$ cat src/rtl/fc_seq_ctrl.sv
// Read/MAC/writeback sequencer for the LeNet FC1 (800->500) and FC2 (500->10) layers.
// Optional macro FC_PERF_CNT_EN adds a perf_cycles busy-cycle counter output.
module fc_seq_ctrl #(
   parameter int FC1_IN_WORDS      = 40,
   parameter int FC1_OUT           = 500,
   parameter int FC2_IN_WORDS      = 25,
   parameter int FC2_OUT           = 10,
   parameter int FC2_W_BASE        = 20000,
   parameter int MAC_LAT           = 2,
   parameter int WEIGHT_ADDR_WIDTH = 15
) (
   input  logic                         clk,
   input  logic                         srst,
   input  logic                         conv_done,
   input  logic                         mem_sel,
   output logic [1:0]                   in_sel,
   output logic [9:0]                   sram_raddr_in,
   output logic [WEIGHT_ADDR_WIDTH-1:0] sram_raddr_weight,
   output logic                         mac_valid,
   output logic                         mac_first,
   output logic                         mac_last,
   output logic [4:0]                   sram_write_enable_e,
   output logic [3:0]                   sram_bytemask_e,
   output logic [9:0]                   sram_waddr_e,
   output logic                         sram_write_enable_f,
   output logic [3:0]                   sram_bytemask_f,
   output logic [9:0]                   sram_waddr_f,
   output logic                         fc1_done,
   output logic                         fc2_done,
   output logic                         busy
`ifdef FC_PERF_CNT_EN
   ,
   output logic [31:0]                  perf_cycles
`endif
);

   localparam int DW  = $clog2(MAC_LAT + 1);
   localparam int WAW = WEIGHT_ADDR_WIDTH;

   typedef enum logic [2:0] {
      IDLE,
      FC1_RUN,
      FC1_DRAIN,
      FC2_RUN,
      FC2_DRAIN
   } state_t;

   state_t           state_q;
   logic [5:0]       beat_q;
   logic [8:0]       neuron_q;
   logic [DW-1:0]    drain_q;
   logic [1:0]       inSel_q;
   logic [9:0]       raddrIn_q;
   logic [WAW-1:0]   raddrW_q;
   logic             macValid_q;
   logic             macFirst_q;
   logic             macLast_q;
   logic [4:0]       weE_q;
   logic [3:0]       maskE_q;
   logic [9:0]       waddrE_q;
   logic             weF_q;
   logic [3:0]       maskF_q;
   logic [9:0]       waddrF_q;
   logic             fc1Done_q;
   logic             fc2Done_q;
   logic             busy_q;

   // {valid, phase, neuron} for neurons whose last beat has been issued but not yet written back
   logic [MAC_LAT-1:0] pipeValid_q;
   logic [MAC_LAT-1:0] pipeFc2_q;
   logic [8:0]         pipeNeuron_q [MAC_LAT];

   logic       fc2Phase;
   logic       beatLast;
   logic       neuronLast;
   logic       wbValid;
   logic       wbFc2;
   logic [8:0] wbNeuron;
   logic [6:0] wbWord;
   logic [2:0] wbBank;
   logic [1:0] wbLane;
   logic [3:0] laneMask;
   logic [4:0] weE_d;
   logic [3:0] maskE_d;
   logic [9:0] waddrE_d;
   logic       weF_d;
   logic [3:0] maskF_d;
   logic [9:0] waddrF_d;

   always_comb begin
      fc2Phase   = (state_q == FC2_RUN);
      beatLast   = fc2Phase ? (beat_q == 6'(FC2_IN_WORDS - 1)) : (beat_q == 6'(FC1_IN_WORDS - 1));
      neuronLast = fc2Phase ? (neuron_q == 9'(FC2_OUT - 1)) : (neuron_q == 9'(FC1_OUT - 1));
   end

   // Four neurons share one 32-bit word, MSB lane first; FC1 words stripe across e0..e4.
   always_comb begin
      wbValid  = pipeValid_q[MAC_LAT-1];
      wbFc2    = pipeFc2_q[MAC_LAT-1];
      wbNeuron = pipeNeuron_q[MAC_LAT-1];
      wbWord   = wbNeuron[8:2];
      wbBank   = 3'(wbWord % 7'd5);
      wbLane   = 2'd3 - wbNeuron[1:0];
      laneMask = ~(4'b0001 << wbLane);
      weE_d    = 5'h1F;
      maskE_d  = 4'hF;
      waddrE_d = waddrE_q;
      weF_d    = 1'b1;
      maskF_d  = 4'hF;
      waddrF_d = waddrF_q;
      if (wbValid && !wbFc2) begin
         weE_d    = ~(5'b00001 << wbBank);
         maskE_d  = laneMask;
         waddrE_d = 10'(wbWord / 7'd5);
      end
      if (wbValid && wbFc2) begin
         weF_d    = 1'b0;
         maskF_d  = laneMask;
         waddrF_d = 10'(wbWord);
      end
   end

   always_ff @(posedge clk) begin
      if (srst) begin
         state_q     <= IDLE;
         beat_q      <= '0;
         neuron_q    <= '0;
         drain_q     <= '0;
         inSel_q     <= 2'd0;
         raddrIn_q   <= '0;
         raddrW_q    <= '0;
         macValid_q  <= 1'b0;
         macFirst_q  <= 1'b0;
         macLast_q   <= 1'b0;
         weE_q       <= 5'h1F;
         maskE_q     <= 4'hF;
         waddrE_q    <= '0;
         weF_q       <= 1'b1;
         maskF_q     <= 4'hF;
         waddrF_q    <= '0;
         fc1Done_q   <= 1'b0;
         fc2Done_q   <= 1'b0;
         busy_q      <= 1'b0;
         pipeValid_q <= '0;
         pipeFc2_q   <= '0;
         for (int i = 0; i < MAC_LAT; i++) begin
            pipeNeuron_q[i] <= '0;
         end
      end else begin
         macValid_q <= 1'b0;
         macFirst_q <= 1'b0;
         macLast_q  <= 1'b0;
         weE_q      <= weE_d;
         maskE_q    <= maskE_d;
         waddrE_q   <= waddrE_d;
         weF_q      <= weF_d;
         maskF_q    <= maskF_d;
         waddrF_q   <= waddrF_d;
         for (int i = MAC_LAT - 1; i > 0; i--) begin
            pipeValid_q[i]  <= pipeValid_q[i-1];
            pipeFc2_q[i]    <= pipeFc2_q[i-1];
            pipeNeuron_q[i] <= pipeNeuron_q[i-1];
         end
         pipeValid_q[0] <= 1'b0;

         case (state_q)
            IDLE: begin
               if (conv_done) begin
                  state_q   <= FC1_RUN;
                  busy_q    <= 1'b1;
                  fc1Done_q <= 1'b0;
                  fc2Done_q <= 1'b0;
                  inSel_q   <= mem_sel ? 2'd0 : 2'd1;
                  beat_q    <= '0;
                  neuron_q  <= '0;
                  raddrIn_q <= '0;
                  raddrW_q  <= '0;
               end
            end
            FC1_RUN, FC2_RUN: begin
               macValid_q <= 1'b1;
               macFirst_q <= (beat_q == 6'd0);
               macLast_q  <= beatLast;
               if (beatLast) begin
                  pipeValid_q[0]  <= 1'b1;
                  pipeFc2_q[0]    <= fc2Phase;
                  pipeNeuron_q[0] <= neuron_q;
                  beat_q          <= '0;
                  raddrIn_q       <= '0;
                  if (neuronLast) begin
                     state_q  <= fc2Phase ? FC2_DRAIN : FC1_DRAIN;
                     neuron_q <= '0;
                     drain_q  <= '0;
                  end else begin
                     neuron_q <= neuron_q + 9'd1;
                     raddrW_q <= raddrW_q + WAW'(1);
                  end
               end else begin
                  beat_q    <= beat_q + 6'd1;
                  raddrIn_q <= 10'(beat_q + 6'd1);
                  raddrW_q  <= raddrW_q + WAW'(1);
               end
            end
            FC1_DRAIN: begin
               drain_q <= drain_q + 1'b1;
               if (drain_q == DW'(MAC_LAT)) begin
                  state_q   <= FC2_RUN;
                  fc1Done_q <= 1'b1;
                  inSel_q   <= 2'd2;
                  beat_q    <= '0;
                  neuron_q  <= '0;
                  raddrIn_q <= '0;
                  raddrW_q  <= WAW'(FC2_W_BASE);
               end
            end
            FC2_DRAIN: begin
               drain_q <= drain_q + 1'b1;
               if (drain_q == DW'(MAC_LAT)) begin
                  state_q   <= IDLE;
                  fc2Done_q <= 1'b1;
                  busy_q    <= 1'b0;
               end
            end
            default: state_q <= IDLE;
         endcase
      end
   end

`ifdef FC_PERF_CNT_EN
   logic [31:0] perf_q;

   always_ff @(posedge clk) begin
      if (srst) begin
         perf_q <= '0;
      end else if (state_q == IDLE && conv_done) begin
         perf_q <= '0;
      end else if (busy_q) begin
         perf_q <= perf_q + 32'd1;
      end
   end

   assign perf_cycles = perf_q;
`endif

   assign in_sel              = inSel_q;
   assign sram_raddr_in       = raddrIn_q;
   assign sram_raddr_weight   = raddrW_q;
   assign mac_valid           = macValid_q;
   assign mac_first           = macFirst_q;
   assign mac_last            = macLast_q;
   assign sram_write_enable_e = weE_q;
   assign sram_bytemask_e     = maskE_q;
   assign sram_waddr_e        = waddrE_q;
   assign sram_write_enable_f = weF_q;
   assign sram_bytemask_f     = maskF_q;
   assign sram_waddr_f        = waddrF_q;
   assign fc1_done            = fc1Done_q;
   assign fc2_done            = fc2Done_q;
   assign busy                = busy_q;

endmodule

$ cat config.mk
export PLATFORM = sky130hd
export DESIGN_NAME = fc_seq_ctrl
export DESIGN_NICKNAME = d
export VERILOG_FILES = /design/src/rtl/fc_seq_ctrl.sv
export SDC_FILE = /design/constraint.sdc
export NUM_CORES = 1
export LEC_CHECK = 0
export ABC_AREA = 1
export ABC_CLOCK_PERIOD_IN_PS = 3700
export CORE_MARGIN = 1.5
export CORE_UTILIZATION = 55
export CTS_CLUSTER_DIAMETER = 40
export DETAILED_ROUTE_END_ITERATION = 6
export GPL_TIMING_DRIVEN = 1
export PLACE_DENSITY = 0.83
export RECOVER_POWER = 25
export SLEW_MARGIN = 20
export SYNTH_ARGS = -nofsm -noshare
export SYNTH_HDL_FRONTEND = slang
export SYNTH_SLANG_ARGS = --single-unit
$ cat constraint.sdc
create_clock -name clk -period 3.7 [get_ports clk]
set_clock_uncertainty 0.15 [all_clocks]
set_input_delay 0.37 -clock clk [delete_from_list [all_inputs] [get_ports clk]]
set_output_delay 0.37 -clock clk [all_outputs]
set_load 0.005 [all_outputs]
==> run summary <==
Area Growth Syn to Fin: 20.2%
total gr overflow: 0
CTS root buf: clkbuf_8
Die Y: 97.9 microns
measured slew at the worst slew-check pin: 1.10 ns
vias in the first global route: 4394
CP Launch Type: register
Max VDD drop: 0.585 mV
crit-path max FO: 5
Post-DP HPWL: 8.31 mm
H-tree levels: 3
io pins: 71
Synth Area per Inst: 7.14 sq um
Remaining DRCs: 0
Mapped Cells: 694
Max Cap Viol: 0
Post-layout nets: 787
Die Span X: 97.9 microns
setup total negative slack: 0 ns
Synth warnings: 0
#FFs+latches synth: 91
Seq/Total Area, Yosys: 40.4%
max_slew headroom: 26.5%
drt pass-1 iters: 5
Final Setup Violations: 0
CTS max path bufs: 2
drt wl/cell: 13.0 microns
final-report hold violation count: 0
Inserted Clock Buffers: 9
PwrDens: 513 nW/um^2
row count: 34
via count: 4753
Leakage: 0.00262 uW
Fmax achieved: 278 MHz
CTS tree: built
worst min path class: register to register
kind of critical path: register to register
minimum clock period: 3.60 ns
ANT nets after route: 0
Routability Congestion: 0.851
first-pass GRT wire length: 18.7 mm
Die Area: 9580 sq um
Slew Viols, Final: 0
Mapped Area: 4950 sq um
GRT Util Overall: 23.4%
share of post-route cells with drive strength above 1: 12.1%
Hold Buf Count CTS: 0
clk sinks: 91
Finished Cell Area: 5950 sq um
Initial Util: 56.8%
pin count of the biggest net entering global routing: 28
# diodes: 0
Final Cycle Share: 97.4%
drt total wl: 11.4 mm
initial antenna violation count: 0
top cell type's share of synthesized area: 29.5%
Core Area: 8720 sq um
placed cell areas: 5640 sq um
Clock transition at path regs: 0.09 ns
area leader, netlist: dfxtp_1
drt via density: 5.38
outcome: complete, no violations
fin util: 68.2%
Arr. time, crit path: 3.69 ns
clk_lat worst skew: 0.36 ns
synth unique cells: 39
Initial DRC Count: 227
CP Capture Type: register
most area-consuming cells after synthesis: dfxtp_1 30%, edfxtp_1 11%, nand2_1 11%
Critical Path RT: 3.79 ns
Port Buffers: 59
-- path summary, 6_finish.rpt --
kind / from / to / slack, ns / cells past startpoint
setup / recovery: pipeNeuron_q[0][15] / sram_write_enable_e[1] / 0.1 / 25
hold / removal: pipeValid_q[0] / pipeValid_q[1] / 0.25 / 2
setup reg to reg: pipeNeuron_q[0][15] / sram_write_enable_e[1] / 0.1 / 25
hold reg to reg: pipeValid_q[0] / pipeValid_q[1] / 0.25 / 2
-- synthesized netlist by cell type (all sizes together) --
master  number
nor4         6
ha          12
conb         2
o211ai       2
nand3b       4
nor3b        3
buf         14
clkbuf       7
edfxtp      18
a31oi        4
nand3       56
xor2        10
nand2      163
o221a        1
nor3        17
dfxtp       73
a32o         2
o22ai        2
inv        119
nor2        86
clkinv       2
o211a        1
a21oi       36
nand4        9
o21ai       37
or2          1
a211oi       5
o21a         2
-- kinds of logic (layout without fill, tap and decap cells) --
| group | after synthesis | count (layout) | share of synthesized area (%) |
|---|---|---|---|
| AO/OA/AOI/OAI | 92 | 92 | 10.6 |
| flip-flops | 91 | 91 | 40.4 |
| AND/OR/NAND/NOR | 345 | 345 | 32.3 |
| XOR/XNOR | 10 | 10 | 1.77 |
| adder cells (fa/ha/maj) | 12 | 12 | 3.03 |
| buffers and inverters | 142 | 206 | 11.7 |
| other | 2 | 20 | 0.152 |
-- routing by layer --
| metal | GRT usage [%] | up-vias | share of wire (%) |
|---|---|---|---|
| met4 | 8.68 | 0 | 2.6 |
| met1 | 27.3 | 2205 | 41 |
| met3 | 4.80 | 30 | 5.2 |
| li1 | - | 2352 | - |
| met2 | 42.2 | 166 | 51 |
| met5 | 0 | - | 0 |
-- critical path, cell delays in order (launching register included) --
cell	delay [ns]
edfxtp_1	0.46
inv_2	0.15
nand2_4	0.08
ha_4	0.27
inv_1	0.03
nand2_1	0.06
nand2_2	0.09
inv_2	0.09
nand3_1	0.24
nand3_4	0.23
nand2_2	0.11
nand2_4	0.13
nand2_1	0.09
nand2_1	0.07
nand2_1	0.07
nand2_1	0.09
inv_1	0.08
ha_1	0.18
nor2_1	0.09
nand3_1	0.13
nand2_4	0.11
nand3_4	0.09
nand2_2	0.09
nand2_1	0.06
nor2_2	0.15
nand3_1	0.10
-- area by class of cell --
class | instances | area [sq um]
clock buffers | 11 | 151
clock inverters | 5 | 45.0
flip-flops and latches | 91 | 2000
multi-input cells | 479 | 2500
fillers | 728 | 2770
repair buffers | 69 | 662
well taps | 108 | 135
inverters | 121 | 457
-- flip-flops by register name, indices dropped and copies added, names as in the netlist, 3 cells and up --
| register | cells |
|---|---|
| beat_q | 5 |
| neuron_q | 9 |
| pipeNeuron_q | 18 |
| sram_bytemask_e | 4 |
| sram_bytemask_f | 4 |
| sram_raddr_weight | 15 |
| sram_waddr_e | 5 |
| sram_waddr_f | 7 |
| sram_write_enable_e | 5 |
| state_q | 3 |
-- power by group --
part           switching [uW]  total (uW)  internal (uW)
registers                61.4        1150           1090
logic                     847        1250            399
clock network             369         659            291
total                    1280        3050           1780
-- per-stage QoR --
step                hold WS, ns  instances  power (uW)  worst slack [ns]
finish                    0.254        884        3050            0.0972
global route              0.280        884        3250           -0.0812
CTS                       0.255        877        3000            0.0249
detailed placement        0.242        861        2340            0.0396
global placement          0.243        861        2290             0.322
floorplan                 0.238        712        2050             0.483
-- cell usage in the layout, fill, tap and decap left out, drive strengths merged --
cell / n
a31oi: 4
o211a: 1
nor4: 6
xor2: 10
nor3: 17
a21oi: 36
nand3b: 4
or2: 1
a211oi: 5
o211ai: 2
o21ai: 37
buf: 9
clkdlybuf4s50: 45
clkbuf: 12
nor2: 86
nand2: 163
inv: 121
conb: 20
dfxtp: 73
clkinvlp: 1
o21a: 2
nor3b: 3
o221a: 1
clkinv: 4
ha: 12
nand4: 9
a32o: 2
edfxtp: 18
nand3: 56
dlygate4sd3: 14
o22ai: 2
-- timing repair --
action,CTS,global route
setup buffers,0,7
resized for setup,0,20
endpoints found under the setup margin,0,6
Note: power is estimated with default switching activity, not from simulation.
